==> src/rtl/load_store_unit_pkg.sv <==
// Shared opcode/funct3 encodings and FSM state type for the load/store unit.
// No logic; constants and types only.
// Imported by the LSU top and its alignment helper.
package load_store_unit_pkg;

   localparam logic [6:0] OPCODE_LOAD  = 7'b0000011;
   localparam logic [6:0] OPCODE_STORE = 7'b0100011;

   localparam logic [2:0] FUNCT3_LB  = 3'd0;
   localparam logic [2:0] FUNCT3_LH  = 3'd1;
   localparam logic [2:0] FUNCT3_LW  = 3'd2;
   localparam logic [2:0] FUNCT3_LBU = 3'd4;
   localparam logic [2:0] FUNCT3_LHU = 3'd5;

   localparam logic [2:0] FUNCT3_SB  = 3'd0;
   localparam logic [2:0] FUNCT3_SH  = 3'd1;
   localparam logic [2:0] FUNCT3_SW  = 3'd2;

   typedef enum logic [1:0] {
      LSU_IDLE = 2'd0,
      LSU_REQ  = 2'd1,
      LSU_WAIT = 2'd2,
      LSU_DONE = 2'd3
   } lsu_state_e;

endpackage

==> src/rtl/load_store_unit_align.sv <==
// Byte-lane steering for the LSU: store enables/replicated data, fault flag, load extract/extend.
// Purely combinational, zero latency.
// No handshake; the caller decides when the outputs are sampled.
module load_store_unit_align
   import load_store_unit_pkg::*;
(
   input  logic        is_load_i,
   input  logic        is_store_i,
   input  logic [2:0]  funct3_i,
   input  logic [1:0]  addr_lo_i,
   input  logic [31:0] store_data_i,
   input  logic [31:0] rdata_i,
   output logic [3:0]  be_o,
   output logic [31:0] wdata_o,
   output logic        fault_o,
   output logic [31:0] load_data_o
);

   logic [7:0]  byte_sel;
   logic [15:0] half_sel;

   // Store lane enables and replicated data; misalignment and unsupported widths fault
   always_comb begin
      be_o    = 4'b1111;
      wdata_o = store_data_i;
      fault_o = 1'b0;
      if (is_store_i) begin
         case (funct3_i)
            FUNCT3_SB: begin
               be_o    = 4'b0001 << addr_lo_i;
               wdata_o = {4{store_data_i[7:0]}};
            end
            FUNCT3_SH: begin
               be_o    = 4'b0011 << {addr_lo_i[1], 1'b0};
               wdata_o = {2{store_data_i[15:0]}};
               fault_o = addr_lo_i[0];
            end
            FUNCT3_SW: fault_o = |addr_lo_i;
            default:   fault_o = 1'b1;
         endcase
      end else if (is_load_i) begin
         case (funct3_i)
            FUNCT3_LB, FUNCT3_LBU: fault_o = 1'b0;
            FUNCT3_LH, FUNCT3_LHU: fault_o = addr_lo_i[0];
            FUNCT3_LW:             fault_o = |addr_lo_i;
            default:               fault_o = 1'b1;
         endcase
      end
   end

   // Pick the addressed byte/half from the returned word and extend it per funct3
   always_comb begin
      case (addr_lo_i)
         2'd0:    byte_sel = rdata_i[7:0];
         2'd1:    byte_sel = rdata_i[15:8];
         2'd2:    byte_sel = rdata_i[23:16];
         default: byte_sel = rdata_i[31:24];
      endcase
      half_sel = addr_lo_i[1] ? rdata_i[31:16] : rdata_i[15:0];
      case (funct3_i)
         FUNCT3_LB:  load_data_o = {{24{byte_sel[7]}}, byte_sel};
         FUNCT3_LBU: load_data_o = {24'd0, byte_sel};
         FUNCT3_LH:  load_data_o = {{16{half_sel[15]}}, half_sel};
         FUNCT3_LHU: load_data_o = {16'd0, half_sel};
         default:    load_data_o = rdata_i;
      endcase
   end

endmodule

==> src/rtl/load_store_unit.sv <==
// RV32I memory stage: one load/store (or ALU pass-through) per operation via req/gnt/rvalid.
// Latency: 1 cycle for non-memory/faulting ops, 2+ for stores, 3+ for loads.
// Accepts only in IDLE; holds the result in DONE until writeback raises ready_i.
module load_store_unit
   import load_store_unit_pkg::*;
#(
   parameter int DWIDTH = 32,
   parameter int AWIDTH = 32
) (
   input  logic              clk,
   input  logic              reset_n,
   input  logic              valid_i,
   output logic              ready_o,
   input  logic [6:0]        opcode_i,
   input  logic [2:0]        funct3_i,
   input  logic [AWIDTH-1:0] addr_i,
   input  logic [DWIDTH-1:0] store_data_i,
   input  logic [4:0]        rd_i,
   output logic              valid_o,
   input  logic              ready_i,
   output logic [DWIDTH-1:0] result_o,
   output logic [4:0]        rd_o,
   output logic              fault_o,
   output logic              mem_req_o,
   output logic              mem_we_o,
   output logic [AWIDTH-1:0] mem_addr_o,
   output logic [3:0]        mem_be_o,
   output logic [DWIDTH-1:0] mem_wdata_o,
   input  logic              mem_gnt_i,
   input  logic              mem_rvalid_i,
   input  logic [DWIDTH-1:0] mem_rdata_i
);

   lsu_state_e        state_q;
   logic [2:0]        funct3_q;
   logic [1:0]        addr_lo_q;
   logic [4:0]        rd_q;
   logic              valid_q;
   logic              fault_q;
   logic [DWIDTH-1:0] result_q;
   logic              mem_req_q;
   logic              mem_we_q;
   logic [AWIDTH-1:0] mem_addr_q;
   logic [3:0]        mem_be_q;
   logic [DWIDTH-1:0] mem_wdata_q;

   logic              in_idle;
   logic              is_load;
   logic              is_store;
   logic [2:0]        al_funct3;
   logic [1:0]        al_addr_lo;
   logic [3:0]        al_be;
   logic [31:0]       al_wdata;
   logic              al_fault;
   logic [31:0]       al_load;

   assign in_idle  = (state_q == LSU_IDLE);
   assign is_load  = (opcode_i == OPCODE_LOAD);
   assign is_store = (opcode_i == OPCODE_STORE);

   // In IDLE the helper decodes the incoming op; afterwards it extracts from the captured op
   assign al_funct3  = in_idle ? funct3_i : funct3_q;
   assign al_addr_lo = in_idle ? addr_i[1:0] : addr_lo_q;

   load_store_unit_align u_align (
      .is_load_i    (is_load),
      .is_store_i   (is_store),
      .funct3_i     (al_funct3),
      .addr_lo_i    (al_addr_lo),
      .store_data_i (store_data_i),
      .rdata_i      (mem_rdata_i),
      .be_o         (al_be),
      .wdata_o      (al_wdata),
      .fault_o      (al_fault),
      .load_data_o  (al_load)
   );

   // Single FSM: accept, issue request, wait for data, present result; all outputs registered
   always_ff @(posedge clk or negedge reset_n) begin
      if (!reset_n) begin
         state_q     <= LSU_IDLE;
         funct3_q    <= '0;
         addr_lo_q   <= '0;
         rd_q        <= '0;
         valid_q     <= 1'b0;
         fault_q     <= 1'b0;
         result_q    <= '0;
         mem_req_q   <= 1'b0;
         mem_we_q    <= 1'b0;
         mem_addr_q  <= '0;
         mem_be_q    <= '0;
         mem_wdata_q <= '0;
      end else begin
         case (state_q)
            LSU_IDLE: begin
               if (valid_i) begin
                  funct3_q  <= funct3_i;
                  addr_lo_q <= addr_i[1:0];
                  rd_q      <= rd_i;
                  if ((is_load || is_store) && !al_fault) begin
                     state_q     <= LSU_REQ;
                     mem_req_q   <= 1'b1;
                     mem_we_q    <= is_store;
                     mem_addr_q  <= {addr_i[AWIDTH-1:2], 2'b00};
                     mem_be_q    <= al_be;
                     mem_wdata_q <= is_store ? al_wdata : '0;
                     result_q    <= '0;
                     fault_q     <= 1'b0;
                  end else begin
                     // Non-memory ops forward the ALU result; faults report zero
                     state_q  <= LSU_DONE;
                     valid_q  <= 1'b1;
                     fault_q  <= al_fault;
                     result_q <= (is_load || is_store) ? '0 : DWIDTH'(addr_i);
                  end
               end
            end
            LSU_REQ: begin
               if (mem_gnt_i) begin
                  mem_req_q <= 1'b0;
                  if (mem_we_q) begin
                     state_q <= LSU_DONE;
                     valid_q <= 1'b1;
                  end else begin
                     state_q <= LSU_WAIT;
                  end
               end
            end
            LSU_WAIT: begin
               if (mem_rvalid_i) begin
                  result_q <= al_load;
                  valid_q  <= 1'b1;
                  state_q  <= LSU_DONE;
               end
            end
            LSU_DONE: begin
               if (ready_i) begin
                  valid_q <= 1'b0;
                  state_q <= LSU_IDLE;
               end
            end
            default: state_q <= LSU_IDLE;
         endcase
      end
   end

   assign ready_o     = in_idle;
   assign valid_o     = valid_q;
   assign result_o    = result_q;
   assign rd_o        = rd_q;
   assign fault_o     = fault_q;
   assign mem_req_o   = mem_req_q;
   assign mem_we_o    = mem_we_q;
   assign mem_addr_o  = mem_addr_q;
   assign mem_be_o    = mem_be_q;
   assign mem_wdata_o = mem_wdata_q;

endmodule

==> config.mk <==
export PLATFORM = sky130hd
export DESIGN_NAME = load_store_unit
export DESIGN_NICKNAME = d
export VERILOG_FILES = /design/src/rtl/load_store_unit_pkg.sv /design/src/rtl/load_store_unit_align.sv /design/src/rtl/load_store_unit.sv
export SDC_FILE = /design/constraint.sdc
export NUM_CORES = 1
export LEC_CHECK = 0
export ABC_CLOCK_PERIOD_IN_PS = 2300
export CORE_ASPECT_RATIO = 0.7
export CORE_MARGIN = 3
export CORE_UTILIZATION = 30
export CTS_BUF_LIST = sky130_fd_sc_hd__clkbuf_2
export CTS_CLUSTER_DIAMETER = 120
export DETAILED_ROUTE_END_ITERATION = 16
export GPL_TIMING_DRIVEN = 0
export HOLD_SLACK_MARGIN = 0.15
export PLACE_DENSITY_LB_ADDON = 0.2
export REMOVE_ABC_BUFFERS = 1
export SLEW_MARGIN = 30
export SYNTH_ARGS = -nofsm -noshare
export SYNTH_HDL_FRONTEND = slang
export SYNTH_SLANG_ARGS = --single-unit
==> constraint.sdc <==
create_clock -name clk -period 2.3 [get_ports clk]
set_input_delay 0.46 -clock clk [delete_from_list [all_inputs] [get_ports clk]]
set_output_delay 0.46 -clock clk [all_outputs]
set_load 0.005 [all_outputs]
==> results.sh <==
export IMPL_clockPowerShare_pct=11.7
export IMPL_status="complete, but fails checks"
export IMPL_critPathLaunchType="register"
export IMPL_synth_edf_count=0
export IMPL_clk_latency_ps=670
export IMPL_rsz0062_at_grt="true"
export IMPL_max_cap_violations=0
export IMPL_violations="negative setup slack"
export IMPL_fin_crit_sh_pct=113
export IMPL_crit_chain="inv_2, ha_4, buf_12, mux2i_4, nand3_2, a2111o_2, buf_12, buf_16, mux2_4"
export IMPL_cp_common_cell="buf_12"
export IMPL_io_buffers=224
export IMPL_sw_frac_of_total_pct=40.6
export IMPL_cellLeakagePower_nw=4.48
export IMPL_worst_pin_slew_ps=671
export IMPL_die_h_um=124
export IMPL_final_common_cell="clkdlybuf4s50_1"
export IMPL_drt_total_wl_um=23200
export IMPL_grt_usage_pct=20.3
export IMPL_grt_ovfl_total=0
export IMPL_max_clock_freq_mhz=386
export IMPL_clock_path_buffers=2
export IMPL_fin_skew_ps=29.9
export IMPL_dr_pass1_iters=5
export IMPL_ys_warnings_count=0
export IMPL_vdd_drop_max_v=0.000565
export IMPL_maxSlewViolCount=0
export IMPL_dieArea_um2=21700
export IMPL_holdCritPathClass="input pin to asynchronous set/reset pin"
export IMPL_num_io_pins=227
export IMPL_slowest_delay_ps=490
export IMPL_arrival_ps=3140
export IMPL_seqPwrFrac_pct=25.6
export IMPL_clkTransAtPathRegs_ps=190
export IMPL_drive_gt1_share_pct=31.4
export IMPL_p_int_mw=6.66
export IMPL_gp_congestion=0.848
export IMPL_setup_tns_ps=-19800
export IMPL_powerDensity_nw_per_um2=1100
export IMPL_grt_max_degree=69
export IMPL_utilization_pct=53.0
export IMPL_n_antenna_cell=0
export IMPL_core_area_um2=19200
export IMPL_htreeDepth=4
export IMPL_viasPerCell=5.14
export IMPL_critical_path_max_fanout=7
export IMPL_critPathSlowestCell="a2111o_2"
export IMPL_layout_common_cells="clkdlybuf4s50_1 (221), nand2_1 (133), dfrtp_1 (113), buf_4 (38), mux2_4 (35)"
export IMPL_via_count=5998
export IMPL_maxSlewHeadroom_pct=54.8
export IMPL_cts_tree="yes"
export IMPL_antenna_found_initial=0
export IMPL_grt_pass1_wl_um=34800
export IMPL_synth_seq_cells=114
export IMPL_place_hpwl_um=15100
export IMPL_post_route_drc_count=0
export IMPL_async_flop_share_pct=100
export IMPL_setup_viol=98
export IMPL_fin_crit_ps=2590
export IMPL_avgSynthCellArea_um2=9.91
export IMPL_drtIter0Drc=372
export IMPL_cts_sinks=114
export IMPL_ys_types=54
export IMPL_setup_ws_ps=-294
export IMPL_stdcell_count=1166
export IMPL_fin_nets=1010
export IMPL_cp_required_ps=2850
export IMPL_final_hold_viol_count=0
export IMPL_synth_flop_cell="dfrtp_1"
export IMPL_ys_seq_area_share_pct=47.6
export IMPL_cts_root_buf="clkbuf_2"
export IMPL_cts_buffers=17
export IMPL_fp_row_count=42
export IMPL_dp_cells=1058
export IMPL_syn_area_um2=5990
export IMPL_detail_route_antenna_nets=0
export IMPL_power_switching_mw=4.56
export IMPL_comb_power_share_pct=62.8
export IMPL_initial_core_util_pct=31.1
export IMPL_endpoint_kind="register"
export IMPL_criticalPathCategory="register to register"
export IMPL_synthToLayoutAreaGrowth_pct=70.4
export IMPL_grt_pass1_vias=6024
export IMPL_wl_per_cell_um=19.9
export IMPL_syn_inst=604
export IMPL_die_w_um=175
[power by group through the flow]
stage / Sequential [mW] / Combinational, mW / Clock (mW)
after global routing: 2.93 / 7.51 / 1.44
after detailed placement: 2.88 / 5.26 / 0
after floorplan: 2.87 / 2.89 / 0
after global placement: 2.84 / 5.02 / 0
final: 2.87 / 7.04 / 1.31
after CTS: 2.85 / 6.41 / 1.36
[kinds of logic after synthesis]
logic type,after synthesis,synth area share (%)
and+or+nand+nor,205,13.9
AOI/OAI and AO/OA,150,18.9
DFF,114,47.6
muxes,79,14.6
buffers and inverters,51,4.16
adders and majority gates,4,0.836
other,1,0.0626
[worst paths after layout]
kind / startpoint / end / slack [ps] / cells past startpoint
max: state_q[1]$_DFFE_PN0P_ / mem_addr_o[16]$_DFFE_PN0P_ / -290 / 9
min: reset_n / mem_wdata_o[24]$_DFFE_PN0P_ / 230 / 2
max reg2reg: state_q[1]$_DFFE_PN0P_ / mem_addr_o[16]$_DFFE_PN0P_ / -290 / 9
min reg2reg: mem_wdata_o[30]$_DFFE_PN0P_ / mem_wdata_o[30]$_DFFE_PN0P_ / 500 / 2
max in group asynchronous: reset_n / result_o[13]$_DFFE_PN0P_ / 1350 / 3
min in group clk: opcode_i[5] / mem_wdata_o[21]$_DFFE_PN0P_ / 310 / 3
[per-stage QoR]
stage / cell area (µm²) / power, mW / hold slack, ps / worst slack (ps)
finish: 10200 / 11.2 / 235 / -294
detailed placement: 8520 / 8.15 / 382 / -1430
floorplan: 5770 / 5.75 / 164 / -2150
global route: 10200 / 11.9 / 188 / -319
CTS: 9790 / 10.6 / 164 / -247
global placement: 8350 / 7.87 / 466 / -3810
[cells in the mapped netlist (all sizes together) (4+ instances only)]
| cell | number | area (µm²) |
|---|---|---|
| mux2i | 20 | 208 |
| nand2b | 4 | 25.0 |
| nor2 | 26 | 97.6 |
| o22ai | 6 | 37.5 |
| mux2 | 59 | 664 |
| a2bb2oi | 8 | 70.1 |
| o31ai | 5 | 37.5 |
| nor3 | 4 | 20.0 |
| nand3 | 13 | 65.1 |
| buf | 15 | 114 |
| a221oi | 17 | 211 |
| clkbuf | 28 | 105 |
| inv | 8 | 30.0 |
| ha | 4 | 50.1 |
| dfrtp | 114 | 2850 |
| a21oi | 15 | 75.1 |
| a222oi | 6 | 60.1 |
| o221ai | 6 | 52.6 |
| o221a | 6 | 67.6 |
| nand2 | 148 | 556 |
| a211oi | 4 | 47.5 |
| o211ai | 9 | 72.6 |
| o21ai | 54 | 278 |
[sequential cells by signal (all words and copies together) (netlist names)]
signal,cells
mem_we_o,1
state_q,2
mem_be_o,4
funct3_q,3
mem_addr_o,30
fault_o,1
valid_o,1
rd_o,5
result_o,32
addr_lo_q,2
mem_wdata_o,32
mem_req_o,1
[layout make-up]
type | count | area, µm²
fillers | 1731 | 9030
multi-input cells | 441 | 3500
repair buffers | 307 | 3270
flip-flops and latches | 114 | 2850
well taps | 264 | 330
clock inverters | 13 | 119
clock buffers | 19 | 95.1
inverters | 8 | 30.0
[critical path, delay by kind of cell (launching register included)]
kind / cells / cell delay [ps]
AOI/OAI and AO/OA: 1 / 490
adders and majority gates: 1 / 210
buffers and inverters: 4 / 520
DFF: 1 / 450
muxes: 2 / 650
and+or+nand+nor: 1 / 140
[per-layer routing]
metal | wire length (µm) | vias to the layer above | global-route usage, %
met4 | 476 | 0 | 5.81
met5 | 0 | - | 0
met1 | 10800 | 2967 | 28.9
met3 | 1430 | 36 | 4.70
li1 | - | 2754 | -
met2 | 10500 | 241 | 30.8
[repair_timing]
| action | in CTS | in global routing |
|---|---|---|
| endpoints found under the hold margin | 114 | 0 |
| endpoints found under the setup margin | 112 | 102 |
| hold buffers | 1 | 0 |
| setup buffers | 51 | 17 |
| gates resized for setup | 121 | 65 |
| gates cloned | 7 | 2 |
| pin swaps | 39 | 26 |
No activity file was read; power rests on OpenSTA's default activity.
